`src/rtl/design_ip_arbiter_if.sv`:
```
// Bus between the arbiter (master side) and the design_ip slave port.
// rdata is valid in the cycle after sel.
interface design_ip_arbiter_if #(
    parameter int BUS_WIDTH  = 32,
    parameter int DATA_WIDTH = 64
);
    logic [BUS_WIDTH-1:0]  addr;
    logic [DATA_WIDTH-1:0] wdata;
    logic                  write;
    logic                  sel;
    logic [DATA_WIDTH-1:0] rdata;

    modport master (output addr, wdata, write, sel, input rdata);
    modport slave  (input addr, wdata, write, sel, output rdata);
endinterface

```
`src/rtl/design_ip_arbiter.sv`:
```
// Round-robin arbiter with bounded bursts that shares one design_ip port between
// NUM_REQ requesters. Each access is a one-cycle sel strobe; reads return data to the owner.
module design_ip_arbiter #(
    parameter int NUM_REQ    = 4,
    parameter int BUS_WIDTH  = 32,
    parameter int DATA_WIDTH = 64,
    parameter int MAX_BURST  = 4
) (
    input  logic                          clk,
    input  logic                          rstn,
    input  logic [NUM_REQ-1:0]            req,
    input  logic [NUM_REQ-1:0]            req_write,
    input  logic [NUM_REQ*BUS_WIDTH-1:0]  req_addr,
    input  logic [NUM_REQ*DATA_WIDTH-1:0] req_wdata,
    output logic [NUM_REQ-1:0]            gnt,
    output logic [NUM_REQ-1:0]            rsp_valid,
    output logic [DATA_WIDTH-1:0]         rsp_rdata,
    design_ip_arbiter_if.master           ip
);
    localparam int IDX_W = $clog2(NUM_REQ);
    localparam int CNT_W = $clog2(MAX_BURST + 1);
    localparam logic [IDX_W-1:0] LAST_IDX  = IDX_W'(NUM_REQ - 1);
    localparam logic [CNT_W-1:0] BURST_MAX = CNT_W'(MAX_BURST);

    typedef enum logic [1:0] {IDLE, ACCESS, RESP} state_t;

    state_t           state;
    logic [IDX_W-1:0] owner;
    logic [IDX_W-1:0] rr_ptr;
    logic [CNT_W-1:0] burst_cnt;
    logic [IDX_W-1:0] rr_win;
    logic [IDX_W-1:0] winner;
    logic             burst_cont;
    int               pos;

    // rr_ptr is where the next search starts (last owner + 1); walking the
    // offsets downward lets the nearest requester after the pointer win.
    // NOTE: every always_comb output gets a default first so no latch is inferred.
    always_comb begin
        rr_win = rr_ptr;
        pos    = 0;
        for (int i = NUM_REQ - 1; i >= 0; i--) begin
            pos = int'(rr_ptr) + i;
            if (pos >= NUM_REQ) pos = pos - NUM_REQ;
            if (req[pos]) rr_win = IDX_W'(pos);
        end
    end

    assign burst_cont = req[owner] && (burst_cnt != '0) && (burst_cnt < BURST_MAX);
    assign winner     = burst_cont ? owner : rr_win;

    // NOTE: sequential state uses non-blocking assignments only, so every
    // register sees pre-edge values regardless of statement order.
    always_ff @(posedge clk) begin
        if (!rstn) begin
            state     <= IDLE;
            owner     <= '0;
            rr_ptr    <= '0;
            burst_cnt <= '0;
            gnt       <= '0;
            rsp_valid <= '0;
            rsp_rdata <= '0;
            ip.addr   <= '0;
            ip.wdata  <= '0;
            ip.write  <= 1'b0;
            ip.sel    <= 1'b0;
        end else begin
            gnt       <= '0;
            rsp_valid <= '0;
            ip.sel    <= 1'b0;
            case (state)
                IDLE: begin
                    if (|req) begin
                        owner       <= winner;
                        rr_ptr      <= (winner == LAST_IDX) ? '0 : winner + IDX_W'(1);
                        burst_cnt   <= burst_cont ? burst_cnt + CNT_W'(1) : CNT_W'(1);
                        ip.addr     <= req_addr[int'(winner)*BUS_WIDTH +: BUS_WIDTH];
                        ip.wdata    <= req_wdata[int'(winner)*DATA_WIDTH +: DATA_WIDTH];
                        ip.write    <= req_write[winner];
                        ip.sel      <= 1'b1;
                        gnt[winner] <= 1'b1;
                        state       <= ACCESS;
                    end else begin
                        burst_cnt <= '0;
                    end
                end
                ACCESS: state <= ip.write ? IDLE : RESP;
                RESP: begin
                    // design_ip drives rdata in this cycle; the owner sees it one cycle later.
                    rsp_rdata        <= ip.rdata;
                    rsp_valid[owner] <= 1'b1;
                    state            <= IDLE;
                end
                default: state <= IDLE;
            endcase
        end
    end
endmodule

```
`src/flat_wrapper.sv`:
```
// flat-port wrapper written by rule: the top's interface ports become plain ports
module design_ip_arbiter_flat 
#(
    parameter int NUM_REQ    = 4,
    parameter int BUS_WIDTH  = 32,
    parameter int DATA_WIDTH = 64,
    parameter int MAX_BURST  = 4
)
  (clk, rstn, req, req_write, req_addr, req_wdata, gnt, rsp_valid, rsp_rdata, ip_addr, ip_wdata, ip_write, ip_sel, ip_rdata);
  design_ip_arbiter_if #(.BUS_WIDTH(BUS_WIDTH), .DATA_WIDTH(DATA_WIDTH)) ip_i ();
  input  logic clk;
  input  logic rstn;
  input  logic [NUM_REQ-1:0] req;
  input  logic [NUM_REQ-1:0] req_write;
  input  logic [NUM_REQ*BUS_WIDTH-1:0] req_addr;
  input  logic [NUM_REQ*DATA_WIDTH-1:0] req_wdata;
  output logic [NUM_REQ-1:0] gnt;
  output logic [NUM_REQ-1:0] rsp_valid;
  output logic [DATA_WIDTH-1:0] rsp_rdata;
  output wire logic [$bits(ip_i.addr)-1:0] ip_addr;
  output wire logic [$bits(ip_i.wdata)-1:0] ip_wdata;
  output wire logic [$bits(ip_i.write)-1:0] ip_write;
  output wire logic [$bits(ip_i.sel)-1:0] ip_sel;
  input wire logic [$bits(ip_i.rdata)-1:0] ip_rdata;
  assign ip_addr = ip_i.addr;
  assign ip_wdata = ip_i.wdata;
  assign ip_write = ip_i.write;
  assign ip_sel = ip_i.sel;
  assign ip_i.rdata = ip_rdata;
  design_ip_arbiter #(.NUM_REQ(NUM_REQ), .BUS_WIDTH(BUS_WIDTH), .DATA_WIDTH(DATA_WIDTH), .MAX_BURST(MAX_BURST)) u_core (.clk(clk), .rstn(rstn), .req(req), .req_write(req_write), .req_addr(req_addr), .req_wdata(req_wdata), .gnt(gnt), .rsp_valid(rsp_valid), .rsp_rdata(rsp_rdata), .ip(ip_i));
endmodule
```
`config.mk`:
```
export PLATFORM = sky130hd
export DESIGN_NAME = design_ip_arbiter_flat
export DESIGN_NICKNAME = d
export VERILOG_FILES = /design/src/rtl/design_ip_arbiter_if.sv /design/src/rtl/design_ip_arbiter.sv /design/src/flat_wrapper.sv
export SDC_FILE = /design/constraint.sdc
export NUM_CORES = 1
export LEC_CHECK = 0
export CAP_MARGIN = 20
export CORE_AREA = 2 2 244 246
export CTS_BUF_LIST = sky130_fd_sc_hd__clkbuf_8
export DETAILED_ROUTE_END_ITERATION = 7
export DIE_AREA = 0 0 246 248
export SKIP_CTS_REPAIR_TIMING = 1
export SLEW_MARGIN = 20
export SYNTH_ARGS = -nofsm -noshare
export SYNTH_HDL_FRONTEND = slang
export SYNTH_SLANG_ARGS = --single-unit
```
`constraint.sdc`:
```
create_clock -name clk -period 2.2 [get_ports clk]
set_input_delay 0.55 -clock clk [delete_from_list [all_inputs] [get_ports clk]]
set_output_delay 0.55 -clock clk [all_outputs]
set_load 0.01 [all_outputs]
```
Word level (Yosys, flattened, before mapping)
Index checks and enable logic that the tools add are counted.
{"block": "totals", "reg_bits": 179, "output_inout_bits": 170}
{"block": "classes", "add_sub_neg": 9, "n_lt_le_gt_ge": 13, "n_eq_ne": 4, "shift": 2, "muxes": 36, "reduce_logical": 11}
{"operator": "$shiftx A256 B9 Y64", "n": 1}
{"operator": "$lt A32 B4 Y1 const B", "n": 4}
{"operator": "$mux W32", "n": 4}
{"operator": "$shiftx A128 B8 Y32", "n": 1}
{"operator": "$ge A32 B4 Y1 const B", "n": 3}
{"operator": "$sub A32 B4 Y32 const B", "n": 3}
{"operator": "$mux W2", "n": 8}
{"operator": "$mux W1", "n": 13}
{"operator": "$bmux W1 S2", "n": 6}
{"operator": "$add A2 B2 Y3 const B", "n": 2}
{"operator": "$lt A2 B3 Y1 const B", "n": 2}
{"operator": "$mux W3", "n": 2}
{"operator": "$reduce_and A2 Y1", "n": 3}
{"operator": "$demux W1 S2", "n": 2}
{"operator": "$eq A2 B2 Y1 const B", "n": 2}
{"operator": "$ge A2 B1 Y1 const B", "n": 2}
{"operator": "$logic_and A1 B1 Y1", "n": 4}
{"operator": "$pmux W2 S2", "n": 1}
{"operator": "$reduce_or A4 Y1", "n": 1}
{"operator": "$sub A2 B3 Y4 const B", "n": 1}
{"operator": "$add A2 B1 Y3 const B", "n": 1}
{"operator": "$add A3 B1 Y3 const B", "n": 1}
{"operator": "$ge A2 B3 Y1 const B", "n": 1}
{"operator": "$lt A3 B3 Y1 const B", "n": 1}
{"operator": "6 further kinds", "n": 6}

Longest topological paths before layout
{"block": "depth", "word_depth": 15, "mapped_depth": 12, "mapped_depth_nobuf": 9}

Least setup slack after synthesis
No wires, ideal clock.
{"block": "synth_timing", "path_type": "register to register", "startpoint": "reg u_core.burst_cnt[0]", "endpoint": "reg u_core.rr_ptr[1]", "t_arrival_ns": 2.172, "required_time_ns": 2.084, "slack_ns": -0.088, "stages_incl_launch_ff": 13, "n_path_buf": 3, "period_less_slack_ns": 2.288, "cell_sequence": "dfxtp_1 -> inv_1 -> ha_1 -> nor4_2 -> a31o_4 -> mux2i_1 -> buf_4 -> buf_12 -> buf_6 -> inv_1 -> ha_1 -> nand2_1 -> o211a_1"}
{"block": "synth_between", "elab_chain_cells": 6}
{"item": "start, declared", "line_no": "design_ip_arbiter.sv:30", "source": "logic [CNT_W-1:0] burst_cnt;"}
{"item": "start signal, assigned", "line_no": "design_ip_arbiter.sv:76", "source": "burst_cnt <= burst_cont ? burst_cnt + CNT_W'(1) : CNT_W'(1);"}
{"item": "parallel branches: the longest is 2 deep, another holds $lt A3 B3 Y1"}
{"item": "$logic_and A1 B1 Y1 (*)", "line_no": "design_ip_arbiter.sv:49", "source": "assign burst_cont = req[owner] && (burst_cnt != '0) && (burst_cnt < BURST_MAX);"}
{"item": "$mux W2 (*)", "line_no": "design_ip_arbiter.sv:50", "source": "assign winner = burst_cont ? owner : rr_win;"}
{"item": "named net u_core.winner[0]", "line_no": "design_ip_arbiter.sv:32", "source": "logic [IDX_W-1:0] winner;"}
{"item": "$add A2 B1 Y2 / $eq A2 B2 Y1 (equally long branches)", "line_no": "design_ip_arbiter.sv:75", "source": "rr_ptr <= (winner == LAST_IDX) ? '0 : winner + IDX_W'(1);"}
{"item": "$mux W2 (*)", "line_no": "design_ip_arbiter.sv:75"}
{"item": "end signal, assigned", "line_no": "design_ip_arbiter.sv:75"}
{"item": "end, declared", "line_no": "design_ip_arbiter.sv:29", "source": "logic [IDX_W-1:0] rr_ptr;"}
Mark *: on every way through the listed nets, which the timed path passes.
A chain may end at the register's enable or synchronous reset.

Final worst setup path
{"block": "layout_timing", "startpoint": "in req[1]", "endpoint": "reg u_core.ip.addr[26]"}
{"block": "layout_between", "elab_chain_cells": 9}
{"item": "start, declared", "line_no": "flat_wrapper.sv:13", "source": "input logic [NUM_REQ-1:0] req;"}
{"item": "$bmux W1 S2", "line_no": "design_ip_arbiter.sv:45", "source": "if (req[pos]) rr_win = IDX_W'(pos);"}
{"item": "$mux W1 (implied by the code) (2 in a row)", "line_no": "design_ip_arbiter.sv:45"}
{"item": "$mux W2 (4 in a row)", "line_no": "design_ip_arbiter.sv:45"}
{"item": "$mux W2", "line_no": "design_ip_arbiter.sv:50"}
{"item": "$shiftx A128 B8 Y32", "line_no": "design_ip_arbiter.sv:77", "source": "ip.addr <= req_addr[int'(winner)*BUS_WIDTH +: BUS_WIDTH];"}
{"item": "end signal, assigned", "line_no": "design_ip_arbiter.sv:77"}
{"item": "end, declared", "line_no": "design_ip_arbiter_if.sv:13", "source": "modport master (output addr, wdata, write, sel, input rdata);"}
Parallel ways exist; a longest one is shown, timed or not. The select of a mux whose other input is x is not followed.

==> flow_summary.toml <==
[critical_path]
cp-startpoint = "req[1]"
crit_chain = "clkdlybuf4s50_1 -> mux2i_2 -> nor4_4 -> a31o_4 -> mux2i_4 -> buf_6 -> clkbuf_16 -> clkbuf_16 -> mux2i_1 -> o221ai_1"
rr_worst_depth = 10
crit_arrival_ns = 2.75
critPathSlowestCell = "clkdlybuf4s50_1"
r2r-start = "u_core.burst_cnt[0]$_SDFFE_PN0P_"
cp_common_cell = "clkbuf_16"
path_delay_family = "buffers and inverters"
path_buf_inv = 4
crit_type = "input port to flop"
cp-start-kind = "input port"
path_max_fanout = 7
crit_required_ns = 2.62
rr_endpoint = "u_core.ip.addr[26]$_SDFFE_PN0P_"
critical_path_depth = 10
crit_end = "u_core.ip.addr[26]$_SDFFE_PN0P_"
regToRegSetupSlack_ns = -0.09
max_stage_delay_ns = 0.51
end_kind = "flop"

[synthesis]
syn_avg_cell_area_um2 = 9.523
ys_seq_area_share_pct = 41.67
syn_area_mm2 = 0.008599
synthFlopType = "dfxtp_1"
ys_ff_latch = 179
synth_edf_count = 0
syn_inst = 903
yosysUniqueCellTypes = 39
syn_nets = 1367
yosys_warnings = 0
async_flop_share_pct = 0

[clocking]
path_clk_slew_ns = 0.11
cts_sinks = 179
cts_tree = "done"
cts_inserted_buffers = 17
htree_levels = 4
insertion_delay_ns = 0.55
cts_root_buf = "clkbuf_8"
cts.path.max_buffers = 2

[grt]
grt-ovfl-total = 0
grt_max_degree = 61
use_met1_pct = 13.28
grt_util_met3_pct = 6.574
antenna_found_initial = 11
top_usage_layer = "met2"
track_usage_pct = 13.54
grt_pass1_wl_um = 60160
first_global_vias = 9896
use_met2_pct = 23.41

[hold_path]
hold_path_class = "flop to flop"

[route]
via_per_inst = 4.135
first_pass_iters = 4
drt_iter0_drc = 297
route.detailed.drc = 0
wl_per_cell_um = 19.56
vias = 9733
ant_nets = 0
wirelength_um = 46040

[layout]
area_delta_synth_final_pct = 101.5
finalNetCount = 2029
drive_gt1_share_pct = 11.60

[floorplanning]
ioPinCount = 628
dieArea_mm2 = 0.06101
rows = 89
fp.dieH_um = 248
core_area_mm2 = 0.05846
die_x_um = 246
initial_core_util_pct = 14.71

[timing]
tightest_slew_ns = 0.7101
finalWorstSetupSlack_ns = -0.1299
max_freq_mhz = 429.2
hold_viol = 0
fin_crit_sh_pct = 105.9
worst_clock_skew_ns = 0.02516
period_needed_ns = 2.330
fin_setup_tns_ns = -7.270
drv_slew = 0
setup_viol = 97
slew_headroom_pct = 52.26
rsz0062_at_grt = "yes"

[outcome]
outcome = "complete, but fails checks"
violations = "setup timing"

[placed_design]
hpwl_um = 35380
gp_congestion = 0.8289
io_buffer_count = 627

[pwr]
leakagePower_nw = 6.990
finalPower_mw = 13.28
power_density_mw_per_mm2 = 766.2
ir_worst_vdd_uv = 395.8

[job]
max_cap_violations = 0
## layer usage
| metal | wire length, µm | vias up | share of wire (%) |
|---|---|---|---|
| met3 | 4803 | 78 | 10 |
| met2 | 22370 | 457 | 49 |
| met5 | 85 | - | 0.18 |
| met1 | 16860 | 4577 | 37 |
| met4 | 1924 | 12 | 4.2 |
| li1 | - | 4609 | - |
## stage by stage
stage	utilization [%]	std cells	hold slack [ns]	instance area (µm²)	setup slack (ns)
2_1_floorplan	-	903	0.4677	8636	-0.001647
3_3_place_gp	27.56	2301	0.4421	16110	-0.6936
3_5_place_dp	27.56	2301	0.4461	16110	-0.7639
4_1_cts	28.29	2333	0.4364	16540	-0.1851
5_1_grt	29.64	2353	0.4793	17330	-0.1899
6_report	29.64	2354	0.4596	17330	-0.1299
## worst reg2reg max path, cell delays in order (launching register included)
cell and delay [ns]:
dfxtp_2 0.35, inv_2 0.04, ha_4 0.16, nor4_4 0.29, a31o_4 0.16, mux2i_4 0.27, buf_6 0.19, clkbuf_16 0.22
clkbuf_16 0.18, mux2i_1 0.19, o221ai_1 0.12
## synthesized netlist by cell type (all sizes together) (2+ instances only)
cell type / instances / area (µm²)
a211oi: 2 / 15.01
a21boi: 17 / 127.6
a21oi: 50 / 250.2
a32o: 2 / 20.02
and3: 4 / 25.02
buf: 26 / 326.6
clkbuf: 48 / 202.7
dfxtp: 179 / 3583
ha: 6 / 75.07
inv: 10 / 37.54
mux2i: 196 / 1962
nand2: 231 / 867.1
nand2b: 3 / 18.77
nand3: 2 / 10.01
nor2: 9 / 36.29
nor3: 4 / 20.02
nor4: 4 / 37.53
o221ai: 98 / 858.3
## sequential cells by signal (all words and copies together) (netlist names)
signal            cells
u_core.burst_cnt      3
u_core.state          2
u_core.gnt            4
u_core.ip.addr       32
u_core.owner          2
u_core.rsp_rdata     64
u_core.ip.write       1
u_core.ip.wdata      64
u_core.rr_ptr         2
u_core.ip.sel         1
u_core.rsp_valid      4
## where the power goes
part           switching (mW)  total [mW]  leakage, nW  internal (mW)
registers               0.347        4.16         1.47           3.81
logic                    2.79        6.62         5.31           3.83
clock network            1.60        2.49        0.209          0.892
total                    4.74        13.3         6.99           8.54
## cell families after synthesis
family | count (synthesis) | synth area share (%)
buf+inv | 85 | 6.809
simple gates | 259 | 11.96
compound gates | 177 | 15.70
fa+ha+maj | 6 | 0.8730
flops | 179 | 41.67
mux | 197 | 22.99
## final cells by class
| cell class | instances | area, µm² |
|---|---|---|
| repair buffers | 718 | 7559 |
| inverters | 10 | 40.04 |
| clock buffers | 17 | 234.0 |
| fillers | 6090 | 41130 |
| well taps | 773 | 967.2 |
| multi-input cells | 639 | 4741 |
| clock inverters | 15 | 192.7 |
| diodes | 3 | 7.507 |
| flip-flops and latches | 179 | 3587 |
## worst min-delay path by stage
stage / to / start / depth (start not counted) / slack, ns
CTS: u_core.rsp_rdata[32]$_SDFFE_PN0N_ / ip_rdata[32] / 3 / 0.44
detailed placement: u_core.ip.addr[21]$_SDFFE_PN0P_ / u_core.ip.addr[21]$_SDFFE_PN0P_ / 2 / 0.45
global route: u_core.rsp_rdata[38]$_SDFFE_PN0N_ / u_core.rsp_rdata[38]$_SDFFE_PN0N_ / 2 / 0.48
finish: u_core.rsp_rdata[50]$_SDFFE_PN0N_ / u_core.rsp_rdata[50]$_SDFFE_PN0N_ / 2 / 0.46
global placement: u_core.rsp_rdata[27]$_SDFFE_PN0N_ / u_core.rsp_rdata[27]$_SDFFE_PN0N_ / 2 / 0.44
floorplan: u_core.burst_cnt[1]$_SDFFE_PN0P_ / u_core.burst_cnt[1]$_SDFFE_PN0P_ / 1 / 0.47
## placed cells by master (no fill, tap or decap), types with 7 or more instances in the layout
cell type and instances:
a21boi_0 16, a21oi_1 50, buf_12 16, buf_4 41, buf_8 16, clkbuf_16 11
clkbuf_8 17, clkdlybuf4s50_1 616, dfxtp_1 176, dlymetal6s2s_1 11, mux2i_1 161, mux2i_2 25
mux2i_4 10, nand2_1 229, nor2_1 7, o221ai_1 94
Power figures use the tool's default switching activity.
